## config.mk

```make
export PLATFORM = sky130hd
export DESIGN_NAME = apb_master
export DESIGN_NICKNAME = d
export VERILOG_FILES = /design/src/rtl/apb_pkg.sv /design/src/rtl/apb_master.sv
export SDC_FILE = /design/constraint.sdc
export NUM_CORES = 1
export LEC_CHECK = 0
export CAP_MARGIN = 30
export CORE_MARGIN = 8
export CORE_UTILIZATION = 37
export DETAILED_ROUTE_END_ITERATION = 16
export MAX_ROUTING_LAYER = met4
export PLACE_DENSITY = 0.74
export SLEW_MARGIN = 5
export SYNTH_ARGS = -nofsm -noshare
export SYNTH_HDL_FRONTEND = slang
export SYNTH_SLANG_ARGS = --single-unit
```

## constraint.sdc

```tcl
create_clock -name clk -period 1.9 [get_ports clk]
set_input_delay 0.19 -clock clk [delete_from_list [all_inputs] [get_ports clk]]
set_output_delay 0.19 -clock clk [all_outputs]
set_load 0.05 [all_outputs]
```

## src/rtl/apb_pkg.sv

```systemverilog
`default_nettype none
// +--------------------------------------------------------------------------+
// | Module  : apb_pkg                                                        |
// | Purpose : Shared types and constants for the APB requester. Holds the    |
// |           requester state encoding, the default ACCESS timeout and a     |
// |           helper that sizes the timeout counter.                         |
// | Ports   : none (package)                                                 |
// | Rev     : 1.0  initial release                                           |
// +--------------------------------------------------------------------------+
package apb_pkg;

   // Default number of ACCESS cycles before a transfer is abandoned.
   localparam int C_APB_TIMEOUT_DEFAULT = 256;

   typedef enum logic [1:0] {
      M_IDLE   = 2'd0,
      M_SETUP  = 2'd1,
      M_ACCESS = 2'd2,
      M_RESP   = 2'd3
   } apb_mst_states_t;

   // Counter width is $clog2(n+1). A disabled timeout (n == 0) still gets
   // one bit so the counter never collapses to a zero-width vector.
   function automatic int apb_cnt_width(input int n);
      int w;
      w = $clog2(n + 1);
      return (w < 1) ? 1 : w;
   endfunction

endpackage : apb_pkg
`default_nettype wire

```

## src/rtl/apb_master.sv

```systemverilog
`default_nettype none
// +--------------------------------------------------------------------------+
// | Module  : apb_master                                                     |
// | Purpose : APB requester. Takes one read/write command at a time on a     |
// |           valid/ready command port, runs it as a SETUP -> ACCESS APB     |
// |           transfer (with wait states until pready) and returns read      |
// |           data plus timeout status on a valid/ready response port.      |
// | Ports   : clk, rst_n              clock / async active-low reset         |
// |           psel, penable, pwrite   APB control (registered outputs)       |
// |           paddr, pwdata           APB address / write data (registered)  |
// |           prdata, pready          APB read data / transfer complete      |
// |           cmd_valid, cmd_ready    command handshake                      |
// |           cmd_write/addr/wdata    command payload                        |
// |           rsp_valid, rsp_ready    response handshake                     |
// |           rsp_rdata, rsp_err      response payload                       |
// | Rev     : 1.0  initial release                                           |
// +--------------------------------------------------------------------------+
module apb_master
   import apb_pkg::*;
#(
   parameter int ADDR_WIDTH     = 32,
   parameter int DATA_WIDTH     = 32,
   parameter int TIMEOUT_CYCLES = C_APB_TIMEOUT_DEFAULT
) (
   input  logic                  clk,
   input  logic                  rst_n,
   // APB pins
   output logic                  psel,
   output logic                  penable,
   output logic                  pwrite,
   output logic [ADDR_WIDTH-1:0] paddr,
   output logic [DATA_WIDTH-1:0] pwdata,
   input  logic [DATA_WIDTH-1:0] prdata,
   input  logic                  pready,
   // command port
   input  logic                  cmd_valid,
   output logic                  cmd_ready,
   input  logic                  cmd_write,
   input  logic [ADDR_WIDTH-1:0] cmd_addr,
   input  logic [DATA_WIDTH-1:0] cmd_wdata,
   // response port
   output logic                  rsp_valid,
   input  logic                  rsp_ready,
   output logic [DATA_WIDTH-1:0] rsp_rdata,
   output logic                  rsp_err
);

   localparam int C_CNT_W = apb_cnt_width(TIMEOUT_CYCLES);

   // Counter value in the last ACCESS cycle that is still allowed to wait.
   localparam logic [C_CNT_W-1:0] C_TO_LAST =
      C_CNT_W'((TIMEOUT_CYCLES > 0) ? (TIMEOUT_CYCLES - 1) : 0);
   localparam logic [C_CNT_W-1:0] C_CNT_MAX = '1;
   localparam bit                 C_TO_EN   = (TIMEOUT_CYCLES > 0);

   apb_mst_states_t      r_state;
   logic [C_CNT_W-1:0]   r_cnt;
   logic                 w_timeout;

   // Ready only in idle and only once reset has been released, so a
   // command presented during reset is never considered accepted.
   assign cmd_ready = (r_state == M_IDLE) & rst_n;

   assign w_timeout = C_TO_EN && (r_cnt == C_TO_LAST);

   always_ff @(posedge clk or negedge rst_n) begin
      if (!rst_n) begin
         r_state   <= M_IDLE;
         r_cnt     <= '0;
         psel      <= 1'b0;
         penable   <= 1'b0;
         pwrite    <= 1'b0;
         paddr     <= '0;
         pwdata    <= '0;
         rsp_valid <= 1'b0;
         rsp_rdata <= '0;
         rsp_err   <= 1'b0;
      end else begin
         case (r_state)
            M_IDLE: begin
               // cmd_ready is high whenever this branch runs.
               if (cmd_valid) begin
                  pwrite  <= cmd_write;
                  paddr   <= cmd_addr;
                  pwdata  <= cmd_wdata;
                  psel    <= 1'b1;
                  r_state <= M_SETUP;
               end
            end

            M_SETUP: begin
               penable <= 1'b1;
               r_state <= M_ACCESS;
            end

            M_ACCESS: begin
               // Completion is checked first so a slave answering in the
               // final allowed cycle still gets its data through.
               if (pready) begin
                  psel      <= 1'b0;
                  penable   <= 1'b0;
                  rsp_rdata <= pwrite ? '0 : prdata;
                  rsp_err   <= 1'b0;
                  rsp_valid <= 1'b1;
                  r_state   <= M_RESP;
               end else begin
                  if (w_timeout) begin
                     psel      <= 1'b0;
                     penable   <= 1'b0;
                     rsp_rdata <= '0;
                     rsp_err   <= 1'b1;
                     rsp_valid <= 1'b1;
                     r_state   <= M_RESP;
                  end
                  // Saturating so a disabled timeout never wraps around.
                  if (r_cnt != C_CNT_MAX) begin
                     r_cnt <= r_cnt + C_CNT_W'(1);
                  end
               end
            end

            M_RESP: begin
               if (rsp_ready) begin
                  rsp_valid <= 1'b0;
                  r_cnt     <= '0;
                  r_state   <= M_IDLE;
               end
            end

            default: begin
               r_state <= M_IDLE;
            end
         endcase
      end
   end

endmodule : apb_master
`default_nettype wire
```

=== Word level (Yosys, flattened, before mapping) ===
Cells that the tools add are included.
Widths: inputs -> output; s select.

* Register bits after elaboration: 112
* Bits of input ports: 102
* Output and inout bits: 102
* Logic and storage cells: 56

* Add/subtract/negate cells: 1
* Equality and inequality tests: 10
* Multiplexer cells: 22
* Bitwise operators: 1
* Reductions and logical operators: 12

{| class="wikitable"
|+ Operators with widths
! kind !! count
|-
| $mux 32 || 3
|-
| $mux 9 || 3
|-
| $pmux 9 s2 || 1
|-
| $add 9x1->9 const B || 1
|-
| $eq 9x8->1 const B || 1
|-
| $ne 9x9->1 const B || 1
|-
| $reduce_and 3->1 || 3
|-
| $mux 2 || 4
|-
| $ne 2x2->1 const B || 4
|-
| $pmux 2 s4 || 1
|-
| $reduce_bool 2->1 || 4
|-
| $mux 1 || 7
|-
| $pmux 1 s2 || 3
|-
| $reduce_and 2->1 || 3
|-
| $eq 2x2->1 const B || 2
|-
| $reduce_and 4->1 || 1
|-
| $ne 3x3->1 const B || 1
|-
| $eq 2x1->1 const B || 1
|-
| $logic_not 2->1 || 1
|-
| $and 1x1->1 || 1
|}

=== Logic depth before layout (Yosys ltp) ===
* Word-level depth: 4
* Gate-level depth with buffers: 10
* Depth with buffers taken out: 8

=== Least setup slack after synthesis ===
OpenSTA, ideal clock, no wires.

* Kind: reg2reg
* Start: register r_cnt[0]
* End: register r_cnt[7]
* Setup time: 0.124 ns
* Data arrival time: 1.990 ns
* Data required time: 1.776 ns
* Path slack: -0.214 ns
* Stages on the path, launching flop included: 10
* Buffers on the path: 2
* Clock period less this slack: 2.114 ns
* Cells stage by stage: dfrtp_1 ha_1 nand3_1 nor2_1 ha_1 o21a_1 or3_4 buf_6 buf_6 a211o_1

* Longest elaborated chain between the ends: 4
* Elaborated cells on any way between the ends: 7
* Classes of those cells: add/sub: 1; eq/ne: 2; mux: 3; reduce/logical: 1

{| class="wikitable"
|+ Ends and longest elaborated chain
! what !! RTL line !! RTL
|-
| from (decl) || apb_master.sv:57 || <nowiki>logic [C_CNT_W-1:0] r_cnt;</nowiki>
|-
| from (signal assigned) || apb_master.sv:117 || <nowiki>r_cnt <= r_cnt + C_CNT_W'(1);</nowiki>
|-
| $add 9x1->9 || apb_master.sv:117 ||
|-
| $mux 9 || apb_master.sv:116 || <nowiki>if (r_cnt != C_CNT_MAX) begin</nowiki>
|-
| $mux 9 || apb_master.sv:99 || <nowiki>if (pready) begin</nowiki>
|-
| $pmux 9 s2 || apb_master.sv:79 || <nowiki>case (r_state)</nowiki>
|}

Parallel ways exist; a longest one is shown, timed or not. The select of a mux whose other input is x is not followed.
A chain may end at the register's enable or synchronous reset.

=== Worst setup path after layout ===
* Start: register r_cnt[1]
* End: register r_cnt[4]

The elaborated chain is that of the path after synthesis.

==> impl_metrics.yaml <==
run_status:
  status: "finished, violations left"
  violations: "setup timing"
clock_network:
  cts_made_buffers: 9
  cts_sinks: 112
  clkLatencyLatePin_ns: 0.35
  path_clk_slew_ns: 0.07
  cts_max_level: 3
  clk_path_buf_depth: 2
  tritoncts: "built"
  post_cts_buffers: 0
  root_buffer: "clkbuf_16"
flow_run:
  maxCapViolations: 0
floorplanning:
  start_util_pct: 37.45
  die_w_um: 125.6
  io_pins: 204
  fp.dieH_um: 125.6
  rows: 40
  core-area_mm2: 0.01186
  die_area_mm2: 0.01577
logic_synthesis:
  async_reset_ff_share_pct: 100.0
  synth_nets: 407
  ys_ff_latch: 112
  ys.flop_type: "dfrtp_1"
  ys_types: 39
  syn_inst: 298
  syn_area_mm2: 0.004442
  synth.avg_cell_area_um2: 14.91
  ys_seq_area_share_pct: 63.10
  yosysWarnings: 0
  synth_edf_count: 0
cells_and_area:
  fillers: 942
  fin_util_pct: 60.60
  instances_no_fill: 670
  final_cell_mix: "199 x clkdlybuf4s50_1, 112 x dfrtp_1, 66 x mux2_2"
  synthToLayoutAreaGrowth_pct: 61.83
  n_antenna_cell: 0
  final_common_cell: "clkdlybuf4s50_1"
  drive_gt1_share_pct: 24.47
  nets: 627
  final_area_mm2: 0.007188
timing:
  finalMaxSlewViolations: 0
  min_period_ns: 1.959
  whs_ns: 0.4393
  setup_viol: 6
  rsz0062_at_grt: "yes"
  tightest_slew_ns: 0.5798
  max_freq_ghz: 0.5105
  slew_headroom_pct: 61.35
  finalCritPeriodShare_pct: 103.1
  finalHoldViolCount: 0
  finClkSkew_ns: 0.006183
  setup_slack_ns: -0.05904
  fin_tns_setup_ns: -0.2174
placement:
  dp_slack_ns: -0.1465
  port_buffers: 203
  detailed_place.area_mm2: 0.006799
  placedCellCount: 651
  routabilityCongestion: 0.7425
  place_hpwl_mm: 9.150
power_and_ir_drop:
  vdd.ir_drop.worst_mv: 1.117
  p_total_mw: 14.74
  p_per_area_mw_per_mm2: 2050
  p_leak_nw: 3.036
detailed_routing:
  vias_per_cell: 4.916
  wl_per_cell_um: 18.47
  num_vias: 3294
  first_iter_violations: 149
  drt_pre_antenna_iters: 4
  drt-total-wl_mm: 12.38
  ant_nets: 0
  drc: 0
grt:
  grt_max_degree: 113
  grt_pass1_vias: 3612
  grt_overflow: 0
  grt_pass1_wl_mm: 19.39
  antenna_found_initial: 0
  grt_usage_pct: 16.08
critical_path:
  endpoint_kind: "flop"
  crit_path_max_fanout: 5
  arrival_ns: 2.19
  reg2reg_slack_ns: -0.06
  worstSetupStartpointType: "flop"
  worst_ep_required_time_ns: 2.13
  worstSetupPathType: "reg -> reg"
min_path:
  min_path_type: "in -> reg"
## cell usage after synthesis (2+ instances only)
master,number,area share [%]
a211o_1,2,0.39
a21oi_1,2,0.23
a221o_1,2,0.45
a22o_1,32,6.3
a22oi_2,2,0.56
and2b_1,3,0.51
buf_2,5,0.56
buf_6,3,0.76
clkbuf_1,9,0.76
dfrtp_1,112,63
ha_1,7,2.0
inv_1,4,0.34
mux2_2,66,17
nand2_1,8,0.68
nand3_1,4,0.45
nor2_1,6,0.51
nor2b_1,3,0.42
nor3b_1,2,0.34
nor4_1,2,0.28
o21a_1,2,0.34
o21ai_0,3,0.34
o41ai_2,2,0.73
## sequential cells by signal, summed over array words and instances (netlist names)
register / flops
paddr: 32
pwdata: 32
rsp_rdata: 32
r_cnt: 9
r_state: 2
penable: 1
psel: 1
pwrite: 1
rsp_err: 1
rsp_valid: 1
## cell type report
| class | count | area, um^2 | area share (%) |
|---|---|---|---|
| Sequential cell | 112 | 2803 | 38.99 |
| Clock inverter | 3 | 40.04 | 0.5570 |
| Multi-Input combinational cell | 166 | 1634 | 22.73 |
| Clock buffer | 13 | 260.3 | 3.621 |
| Tap cell | 147 | 183.9 | 2.559 |
| Timing Repair Buffer | 225 | 2252 | 31.33 |
| Inverter | 4 | 15.01 | 0.2089 |
## report_power, final
part	internal (mW)	switching, mW
logic	3.39	5.38
clock network	1.09	0.821
registers	3.48	0.572
total	7.96	6.77
## logic make-up after synthesis
kind of cell	synth area share, %
flip-flops	63.10
AO/OA/AOI/OAI	10.20
buffers and inverters	2.591
multiplexers	16.96
AND/OR/NAND/NOR	5.183
adder cells (fa/ha/maj)	1.972
## worst paths after layout
path                                       from                   endpoint  depth (start not counted)
hold / removal                       prdata[12]  rsp_rdata[12]$_DFFE_PN0P_                          2
hold reg to reg             penable$_DFFE_PN0P_        penable$_DFFE_PN0P_                          1
setup / recovery           r_cnt[1]$_DFFE_PN0P_       r_cnt[4]$_DFFE_PN0P_                          7
max in group asynchronous                 rst_n      pwdata[3]$_DFFE_PN0P_                          3
min in group asynchronous                 rst_n     r_state[0]$_DFFE_PN0P_                          3
setup reg to reg           r_cnt[1]$_DFFE_PN0P_       r_cnt[4]$_DFFE_PN0P_                          7
## metal layers
layer / share of wire (%) / vias to the layer above / global-route usage, %
li1: - / 1526 / -
met1: 40 / 1658 / 17.25
met2: 53 / 95 / 27.46
met3: 6.0 / 15 / 5.015
met4: 1.6 / 0 / 5.946
met5: 0 / - / -
## worst max-delay path: stages, from the launching register on
cell and delay, ns:
dfrtp_1 0.42, ha_4 0.18, nand3_2 0.06, nor2_2 0.05, ha_2 0.16, o21a_1 0.21
or3_4 0.44, a221o_1 0.33
## what timing repair did
item	CTS	global route
gates resized for setup	7	5
setup endpoints to repair	8	7
gates cloned	2	0
hold endpoints to repair	112	0
hold buffers	1	0
pin swaps	7	5
No activity file was read; power rests on OpenSTA's default activity.
